==> src/rtl/i2c_seq_pkg.sv <==
// Shared types and constants for the i2c burst sequencer.
// Holds the FSM state encoding, the default length width and the direction codes.
package i2c_seq_pkg;

    localparam int LEN_W_DEF = 5;

    localparam logic I2C_WR = 1'b0;
    localparam logic I2C_RD = 1'b1;

    typedef enum logic [2:0] {
        ST_IDLE       = 3'd0,
        ST_START      = 3'd1,
        ST_GAP        = 3'd2,
        ST_LOAD       = 3'd3,
        ST_STB        = 3'd4,
        ST_WAIT_DONE  = 3'd5,
        ST_WAIT_NDONE = 3'd6,
        ST_FIN        = 3'd7
    } seq_state_t;

endpackage

==> src/rtl/i2c_seq_watchdog.sv <==
// Per-wait cycle counter; expired is asserted on the TIMEOUT_CYC-th cycle of a wait.
// Latency: combinational compare on a registered count; no backpressure.
module i2c_seq_watchdog #(
    parameter int TIMEOUT_CYC = 1000000
) (
    input  logic clk,
    input  logic rst,
    input  logic restart,
    input  logic run,
    output logic expired
);

    localparam int CNT_W = $clog2(TIMEOUT_CYC + 1);

    logic [CNT_W-1:0] cnt;

    always_ff @(posedge clk) begin
        if (rst || restart) begin
            cnt <= '0;
        end else if (run && !expired) begin
            cnt <= cnt + CNT_W'(1);
        end
    end

    assign expired = run && (cnt == CNT_W'(TIMEOUT_CYC - 1));

endmodule

==> src/rtl/i2c_burst_sequencer.sv <==
// Burst command sequencer for i2c_master: one command in, per-byte start/stb handshakes out.
// Latency: START+GAP before first byte, cmd_done one cycle after last byte; write stream stalls in LOAD.
// Optional watchdog on the m_done waits under `I2C_SEQ_TIMEOUT_EN (err tied 0 otherwise).
module i2c_burst_sequencer
    import i2c_seq_pkg::*;
#(
    parameter int LEN_W = LEN_W_DEF
`ifdef I2C_SEQ_TIMEOUT_EN
    , parameter int TIMEOUT_CYC = 1000000
`endif
) (
    input  logic             clk,
    input  logic             rst,
    input  logic             cmd_valid,
    output logic             cmd_ready,
    input  logic             cmd_rw,
    input  logic [LEN_W-1:0] cmd_len,
    input  logic [7:0]       cmd_slave_addr,
    input  logic [7:0]       cmd_reg_addr,
    input  logic             wr_valid,
    output logic             wr_ready,
    input  logic [7:0]       wr_data,
    output logic             rd_valid,
    output logic [7:0]       rd_data,
    output logic             rd_last,
    output logic             busy,
    output logic             cmd_done,
    output logic             err,
    output logic             m_start,
    output logic             m_stb,
    output logic             m_rw,
    output logic [LEN_W-1:0] m_length,
    output logic [7:0]       m_slave_address,
    output logic [7:0]       m_reg_addr,
    output logic [7:0]       m_datain,
    input  logic [7:0]       m_dataout,
    input  logic             m_done
);

    seq_state_t       state, state_nxt;
    logic [LEN_W-1:0] idx;
    logic [LEN_W-1:0] idx_inc;
    logic [7:0]       reg_q;
    logic             accept;
    logic             in_wait;
    logic             wd_expired;
    logic             timeout_hit;

    assign cmd_ready   = (state == ST_IDLE) && !rst;
    assign accept      = cmd_valid && cmd_ready;
    assign busy        = (state != ST_IDLE);
    assign idx_inc     = idx + LEN_W'(1);
    assign m_reg_addr  = reg_q + 8'(idx);
    assign in_wait     = (state == ST_WAIT_DONE) || (state == ST_WAIT_NDONE);
    // A wait only times out if the level it is waiting for did not arrive this cycle.
    assign timeout_hit = wd_expired && ((state == ST_WAIT_DONE) ? !m_done : m_done);

`ifdef I2C_SEQ_TIMEOUT_EN
    i2c_seq_watchdog #(
        .TIMEOUT_CYC (TIMEOUT_CYC)
    ) u_watchdog (
        .clk     (clk),
        .rst     (rst),
        .restart (state_nxt != state),
        .run     (in_wait),
        .expired (wd_expired)
    );

    always_ff @(posedge clk) begin
        if (rst || accept) begin
            err <= 1'b0;
        end else if (timeout_hit) begin
            err <= 1'b1;
        end
    end
`else
    assign wd_expired = 1'b0;
    assign err        = 1'b0;
`endif

    always_ff @(posedge clk) begin
        if (rst) begin
            state <= ST_IDLE;
        end else begin
            state <= state_nxt;
        end
    end

    always_comb begin
        state_nxt = state;
        m_start   = 1'b0;
        m_stb     = 1'b0;
        wr_ready  = 1'b0;
        cmd_done  = 1'b0;
        unique case (state)
            ST_IDLE: begin
                if (cmd_valid) begin
                    state_nxt = (cmd_len == '0) ? ST_FIN : ST_START;
                end
            end
            ST_START: begin
                m_start   = 1'b1;
                state_nxt = ST_GAP;
            end
            ST_GAP: state_nxt = ST_LOAD;
            ST_LOAD: begin
                if (m_rw == I2C_RD) begin
                    state_nxt = ST_STB;
                end else begin
                    wr_ready = 1'b1;
                    if (wr_valid) begin
                        state_nxt = ST_STB;
                    end
                end
            end
            ST_STB: begin
                m_stb     = 1'b1;
                state_nxt = ST_WAIT_DONE;
            end
            ST_WAIT_DONE: begin
                if (m_done) begin
                    state_nxt = ST_WAIT_NDONE;
                end else if (timeout_hit) begin
                    state_nxt = ST_FIN;
                end
            end
            ST_WAIT_NDONE: begin
                if (!m_done) begin
                    state_nxt = (idx_inc == m_length) ? ST_FIN : ST_LOAD;
                end else if (timeout_hit) begin
                    state_nxt = ST_FIN;
                end
            end
            ST_FIN: begin
                cmd_done  = 1'b1;
                state_nxt = ST_IDLE;
            end
            default: state_nxt = ST_IDLE;
        endcase
    end

    always_ff @(posedge clk) begin
        if (rst) begin
            m_rw            <= 1'b0;
            m_length        <= '0;
            m_slave_address <= '0;
            m_datain        <= '0;
            reg_q           <= '0;
            idx             <= '0;
            rd_valid        <= 1'b0;
            rd_last         <= 1'b0;
            rd_data         <= '0;
        end else begin
            rd_valid <= 1'b0;
            rd_last  <= 1'b0;
            if (accept) begin
                m_rw            <= cmd_rw;
                m_length        <= cmd_len;
                m_slave_address <= cmd_slave_addr;
                reg_q           <= cmd_reg_addr;
                idx             <= '0;
            end
            if (wr_ready && wr_valid) begin
                m_datain <= wr_data;
            end
            if ((state == ST_WAIT_DONE) && m_done && (m_rw == I2C_RD)) begin
                rd_data  <= m_dataout;
                rd_valid <= 1'b1;
                rd_last  <= (idx_inc == m_length);
            end
            if ((state == ST_WAIT_NDONE) && !m_done) begin
                idx <= idx_inc;
            end
        end
    end

endmodule
==> config.mk <==
export PLATFORM = sky130hd
export DESIGN_NAME = i2c_burst_sequencer
export DESIGN_NICKNAME = d
export VERILOG_FILES = /design/src/rtl/i2c_seq_pkg.sv /design/src/rtl/i2c_seq_watchdog.sv /design/src/rtl/i2c_burst_sequencer.sv
export SDC_FILE = /design/constraint.sdc
export NUM_CORES = 1
export LEC_CHECK = 0
export ABC_AREA = 1
export CORE_MARGIN = 10
export CORE_UTILIZATION = 43
export CTS_CLUSTER_DIAMETER = 40
export DETAILED_ROUTE_END_ITERATION = 8
export GPL_TIMING_DRIVEN = 1
export PLACE_DENSITY = 0.91
export SYNTH_ARGS = -nofsm -noshare
export SYNTH_HDL_FRONTEND = slang
export SYNTH_SLANG_ARGS = --single-unit
export TNS_END_PERCENT = 30
==> constraint.sdc <==
create_clock -name clk -period 2.3 [get_ports clk]
set_input_delay 0.345 -clock clk [delete_from_list [all_inputs] [get_ports clk]]
set_output_delay 0.345 -clock clk [all_outputs]
set_load 0.02 [all_outputs]
==> summary.md, run 1 <==
| Metric | Value |
|---|---|
| Worst vdd ir | 0.458 mV |
| Final hold violations | 0 |
| Post-route setup TNS | 0 ns |
| Synth Area in Adders | 4.22% |
| Row count | 26 |
| Critical path required time | 1.96 ns |
| Vias | 2280 |
| Synth unique cells | 34 |
| Min-delay worst type | register to register |
| I/O Buffers | 88 |
| Yosys top cell area share | 42.6% |
| Critical Path Start Type | register |
| Utilization after layout | 65.7% |
| Fin crit share | 96.6% |
| Initial antenna violation count | 0 |
| # diodes | 0 |
| Syn nets | 353 |
| Synth Area in Compound Gates | 11.3% |
| Syn avg cell area | 7.45 um2 |
| Critical path class | register to primary output |
| YS warnings | 0 |
| Area grow syn2layout | 48.6% |
| First-pass GRT wire length | 11000 um |
| Run status | finished, final reports clean |
| Fillers | 433 |
| Clk_skew | 0.00380 ns |
| Post-Synth XOR/XNOR Area | 2.33% |
| I/O pin count | 90 |
| PD cells | 742 mW/mm2 |
| DP Worst Slack | -0.284 ns |
| Post-Synth Simple-Gate Area | 30.5% |
| Area leader, netlist | dfxtp_1 |
| Final nets | 450 |
| Synth area leaders | dfxtp_1 43%, nand2_1 12%, nand3_1 7.3%, a21oi_1 4.9%, inv_1 4.3% |
| Die X | 92.4 um |
| Final min period | 2.22 ns |
| Final worst slack | 0.0778 ns |
| Sequential-to-total area share from yosys stat | 42.6% |
| Critical path endpoint category | primary output |
| Placer Congestion | 0.883 |
| Final setup viols | 0 |
| Clock transition at path regs | 0.09 ns |
| Starting Density | 44.2% |
| Largest family of logic cells by synthesized area | simple AND/OR/NAND/NOR gates |
| Crit-path max FO | 4 |
| Routed WL | 6700 um |
| Worst Path Arrival | 1.88 ns |
| Pleak | 1.44 nW |
| Wirelength per Cell | 14.2 um |
| Placed insts | 463 |
| CTS sink count | 48 |
| Vias in the first global route | 2257 |
| Max Fclk | 0.450 GHz |
| Via/cell ratio | 4.84 |
| R2R setup slack | 0.68 ns |
| CTS tree | built |
| Die ar. | 0.00854 mm2 |
| Core area | 0.00511 mm2 |
| RSZ-0062 raised after global routing | yes |
| Pre-antenna DRT Iters | 5 |
| H-tree levels | 2 |
| CTS max path bufs | 2 |
| DRC Markers | 0 |
| Antenna-violating nets left | 0 |
| Max-cap violation count | 0 |
| Mapped Cells | 303 |
| Chip height | 92.4 um |
| Postcts setup bufs | 0 |
| CTS Hold Bufs | 0 |
| Total track usage | 15.7% |
| #FFs+latches synth | 48 |
| Total CTS buffers | 5 |
| Power Total | 2.49 mW |
| Slew Limit Fails | 0 |
| Root buf cell | clkbuf_8 |
| Grt ovf | 0 |
| Worst-Skew Late Latency | 0.30 ns |
| Post-Layout Cell Count | 471 |
| Mux contribution to synthesized area | 0% |
| Mapped Area | 0.00226 mm2 |
| Largest net degree at the start of global routing | 34 |
| Layout cells sized above 1 | 13.2% |
| Iter 0 DRT Violations | 92 |
| DPL Wire Length | 5250 um |
## final cells by class
cell class | count | area, um2 | share of cell area (%)
multi-input combinational | 212 | 1120 | 33.5
inverter | 31 | 119 | 3.54
timing repair buffer | 102 | 967 | 28.8
tap | 70 | 87.6 | 2.61
clock buffer | 7 | 86.3 | 2.57
sequential | 48 | 963 | 28.7
clock inverter | 1 | 7.51 | 0.224
## kinds of logic (layout without fill, tap and decap cells)
family                   Yosys count  count (layout)
AND/OR/NAND/NOR                  150             150
AO/OA/AOI/OAI                     48              48
flip-flops                        48              48
buffers and inverters             43             141
adder cells (fa/ha/maj)            7               7
XOR/XNOR                           6               6
other                              1               1
## power breakdown
group          switching [mW]  internal, mW  leakage [nW]
sequential             0.0963         0.938         0.391
combinational           0.525         0.401          1.00
clock                   0.282         0.245        0.0445
total                   0.904          1.58          1.44
## synthesized netlist by cell type (all sizes together)
| master | count |
|---|---|
| nor2 | 30 |
| inv | 31 |
| fa | 1 |
| xor2 | 5 |
| nand4 | 2 |
| dfxtp | 48 |
| buf | 7 |
| nand2 | 76 |
| conb | 1 |
| nor4 | 1 |
| ha | 6 |
| o21ai | 24 |
| clkbuf | 5 |
| xnor2 | 1 |
| nor3 | 6 |
| a21oi | 24 |
| nand3 | 34 |
| nand3b | 1 |
## final timing paths
check / start / cells past startpoint / endpoint
setup / recovery: idx[2] / 10 / m_reg_addr[7]
hold / removal: m_datain[3] / 2 / m_datain[3]
setup reg to reg: idx[0] / 12 / state[2]
hold reg to reg: m_datain[3] / 2 / m_datain[3]
## sequential cells by signal (all words and copies together), names as in the netlist, 3 cells and up
| signal | count |
|---|---|
| m_slave_address | 8 |
| reg_q | 8 |
| rd_data | 8 |
| state | 3 |
| idx | 5 |
| m_length | 5 |
| m_datain | 8 |
## metal layers
| metal | global-route usage, % | wire length (um) | up-vias |
|---|---|---|---|
| li1 | - | - | 1164 |
| met1 | 16.5 | 2630 | 1036 |
| met2 | 27.6 | 3440 | 66 |
| met3 | 6.30 | 460 | 14 |
| met4 | 6.04 | 176 | 0 |
| met5 | 0 | 0 | - |
## repair_timing
item / 4_1_cts / 5_1_grt
gates cloned: 0 / 0
pin swaps: 1 / 0
gates resized for setup: 21 / 10
setup endpoints to repair: 7 / 5
## worst max-delay path: stages, from the launching register on
cell	delay, ns
dfxtp_1	0.32
ha_1	0.36
a21oi_1	0.17
nand2_1	0.09
nand2_1	0.07
nand2_1	0.05
nand2_1	0.06
nand2_1	0.07
nand3_1	0.09
xor2_1	0.15
buf_4	0.16
## per-stage QoR
stage | cell area, um2 | hold WS, ns
CTS | 3330 | 0.468
global placement | 3250 | 0.448
finish | 3350 | 0.468
detailed placement | 3250 | 0.455
global route | 3350 | 0.488
floorplan | 2260 | 0.447
## cells in the final DEF, fill, tap and decap left out, types with 2 or more instances in the layout
| master | count |
|---|---|
| a21oi_1 | 21 |
| a21oi_2 | 3 |
| buf_2 | 2 |
| buf_4 | 16 |
| clkbuf_8 | 6 |
| clkdlybuf4s50_1 | 81 |
| dfxtp_1 | 46 |
| dfxtp_2 | 2 |
| dlygate4sd2_1 | 3 |
| ha_1 | 5 |
| inv_1 | 25 |
| inv_2 | 5 |
| nand2_1 | 73 |
| nand2_2 | 2 |
| nand3_1 | 32 |
| nand3_2 | 2 |
| nand4_1 | 2 |
| nor2_1 | 26 |
| nor2_4 | 3 |
| nor3_1 | 3 |
| nor3_2 | 2 |
| o21ai_0 | 14 |
| o21ai_1 | 7 |
| o21ai_2 | 3 |
| xor2_1 | 5 |
(Power assumes the default switching activity.)
==> run 2, diff against run 1 <==
- HOLD_SLACK_MARGIN: default -> 0.02
- SKIP_LAST_GASP: default -> 1
==> run 2 against run 1 <==
  * The flow now finishes with violations (negative setup slack)
  * Flip-flop and latch count unchanged
  * Via count decreased by 0.88%
  * Register-to-register slack improved by 0.02 ns
  * Critical path depth decreased by 2
  * Clock skew about the same
  * Final cell count unchanged
  * First-iteration DRC count decreased by 14%
  * Combinational power about the same
  * Fmax decreased by 9.9%
==> summary.md, run 2 (synthesis results as in run 1) <==
| Metric | Value |
|---|---|
| Final nets | 450 (unchanged) |
| Crit-path max FO | 2 (was 4) |
| H-tree levels | 2 (unchanged) |
| Worst-Skew Late Latency | 0.30 ns (about the same) |
| Pre-antenna DRT Iters | 4 (was 5) |
| Worst vdd ir | 0.457 mV (was 0.458 mV) |
| DRC Markers | 0 (unchanged) |
| Final worst slack | -0.167 ns (was 0.0778 ns) |
| Final hold violations | 0 (unchanged) |
| Critical Path Start Type | register (unchanged) |
| Most frequent cells in the layout | 83 x clkdlybuf4s50_1, 73 x nand2_1, 48 x dfxtp_1, 33 x nand3_1 (was 81 x clkdlybuf4s50_1, 73 x nand2_1, 46 x dfxtp_1, 32 x nand3_1, 26 x nor2_1) |
| Slew Limit Fails | 0 (unchanged) |
| Hold depth | 2 (unchanged) |
| Antenna-violating nets left | 0 (unchanged) |
| Utilization after layout | 65.4% (was 65.7%) |
| CTS Hold Bufs | 0 (unchanged) |
| CTS tree | built (unchanged) |
| Critical path required time | 1.96 ns (about the same) |
| Fin crit share | 107% (was 96.6%) |
| Area grow syn2layout | 48.1% (was 48.6%) |
| # diodes | 0 (unchanged) |
| Layout cells sized above 1 | 11.0% (was 13.2%) |
| I/O pin count | 90 (unchanged) |
| Commonest non-fill, non-tap cell in the layout | clkdlybuf4s50_1 (unchanged) |
| CTS max path bufs | 2 (unchanged) |
| RSZ-0062 raised after global routing | yes (unchanged) |
| Critical-path top delay cell | fa_1 (was ha_1) |
| Grt ovf | 0 (unchanged) |
| Max Fclk | 0.405 GHz (was 0.450 GHz) |
| Wirelength per Cell | 14.1 um (was 14.2 um) |
| Vias in the first global route | 2255 (was 2257) |
| Slowest Stage Delay on Critical Path | 0.41 ns (was 0.36 ns) |
| Core area | 0.00511 mm2 (unchanged) |
| Critical path endpoint category | primary output (unchanged) |
| CTS sink count | 48 (unchanged) |
| Postcts setup bufs | 0 (unchanged) |
| Total track usage | 15.6% (was 15.7%) |
| Min-delay worst type | register to register (unchanged) |
| Final Cell Area | 0.00334 mm2 (was 0.00335 mm2) |
| Failing checks | negative setup slack |
| Register-to-Register Path Depth | 12 (unchanged) |
| Final setup viols | 4 (was 0) |
| Largest net degree at the start of global routing | 34 (unchanged) |
| Chip height | 92.4 um (unchanged) |
| Placer Congestion | 0.883 (unchanged) |
| Routed WL | 6650 um (was 6700 um) |
| Vias | 2260 (was 2280) |
| Row count | 26 (unchanged) |
| PD cells | 745 mW/mm2 (was 742 mW/mm2) |
| Pleak | 1.45 nW (was 1.44 nW) |
| DPL Wire Length | 5250 um (unchanged) |
| Iter 0 DRT Violations | 79 (was 92) |
| Initial antenna violation count | 0 (unchanged) |
| Die X | 92.4 um (unchanged) |
| Run status | complete, but fails checks (was finished, final reports clean) |
| Starting Density | 44.2% (unchanged) |
| I/O Buffers | 88 (unchanged) |
| Via/cell ratio | 4.80 (was 4.84) |
| First-pass GRT wire length | 10900 um (was 11000 um) |
| Total CTS buffers | 5 (unchanged) |
| Post-route setup TNS | -0.414 ns (was 0 ns) |
| Critical path class | register to primary output (unchanged) |
| Die ar. | 0.00854 mm2 (unchanged) |
| Cell-by-cell trace of the critical path | ha_1, inv_1, fa_1, o21ai_2, nand2_1, a21oi_1, xor2_1, clkdlybuf4s15_2 (was ha_1, a21oi_1, nand2_1, nand2_1, nand2_1, nand2_1, nand2_1, nand3_1, xor2_1, buf_4) |
| Final min period | 2.47 ns (was 2.22 ns) |
| Max-cap violation count | 0 (unchanged) |
| Worst Path Arrival | 2.12 ns (was 1.88 ns) |
| Clk_skew | 0.00345 ns (was 0.00380 ns) |
| Root buf cell | clkbuf_8 (unchanged) |
| Placed cell areas | 0.00325 mm2 (unchanged) |
| Clock transition at path regs | 0.09 ns (about the same) |
==> run 2: final cells by class <==
class	count	area, um2
multi-input combinational	212	1100
tap	70	87.6
sequential	48	961
clock inverter	1	7.51
clock buffer	7	86.3
inverter	31	119
timing repair buffer	102	982
fill	434	1770
==> run 2: worst paths after layout <==
check / start / endpoint / slack (ns)
worst min register to register: m_datain[3] / m_datain[3] / 0.47
worst max register to register: idx[0] / state[2] / 0.70
worst min-delay path: m_datain[3] / m_datain[3] / 0.47
worst max-delay path: idx[0] / m_reg_addr[6] / -0.17
==> run 2: critical path, delay by kind of cell, from the launching register on <==
kind | cells | cell delay, ns
buffers and inverters | 2 | 0.34
AO/OA/AOI/OAI | 2 | 0.34
adder cells (fa/ha/maj) | 2 | 0.58
flip-flops | 1 | 0.35
XOR/XNOR | 1 | 0.16
AND/OR/NAND/NOR | 1 | 0.06
==> run 2: timing repair <==
action | CTS | global route
pin swaps | 0 | 0
resized for setup | 10 | 2
endpoints found under the setup margin | 7 | 7
==> run 2: power by group <==
part           internal, mW  leakage, nW  switching, mW
combinational         0.405         1.01          0.524
sequential            0.937        0.390         0.0943
clock                 0.245       0.0445          0.284
total                  1.59         1.45          0.902
==> run 2: layer usage <==
layer | vias up | part of all wire (%) | GRT usage (%) | wire length, um
li1 | 1169 | - | - | -
met1 | 1014 | 40 | 16.4 | 2630
met2 | 65 | 51 | 27.5 | 3400
met3 | 12 | 6.9 | 6.30 | 460
met4 | 0 | 2.4 | 6.04 | 160
met5 | - | 0 | 0 | 0
==> run 2: stage by stage <==
stage / power, mW / hold WS, ns / std cells / setup slack (ns)
4_1_cts: 2.50 / 0.468 / 471 / -0.230
3_5_place_dp: 1.99 / 0.455 / 463 / -0.284
3_3_place_gp: 1.97 / 0.448 / 463 / -0.187
6_report: 2.49 / 0.468 / 471 / -0.167
2_1_floorplan: 1.61 / 0.447 / 303 / 0.0819
5_1_grt: 2.63 / 0.488 / 471 / -0.321
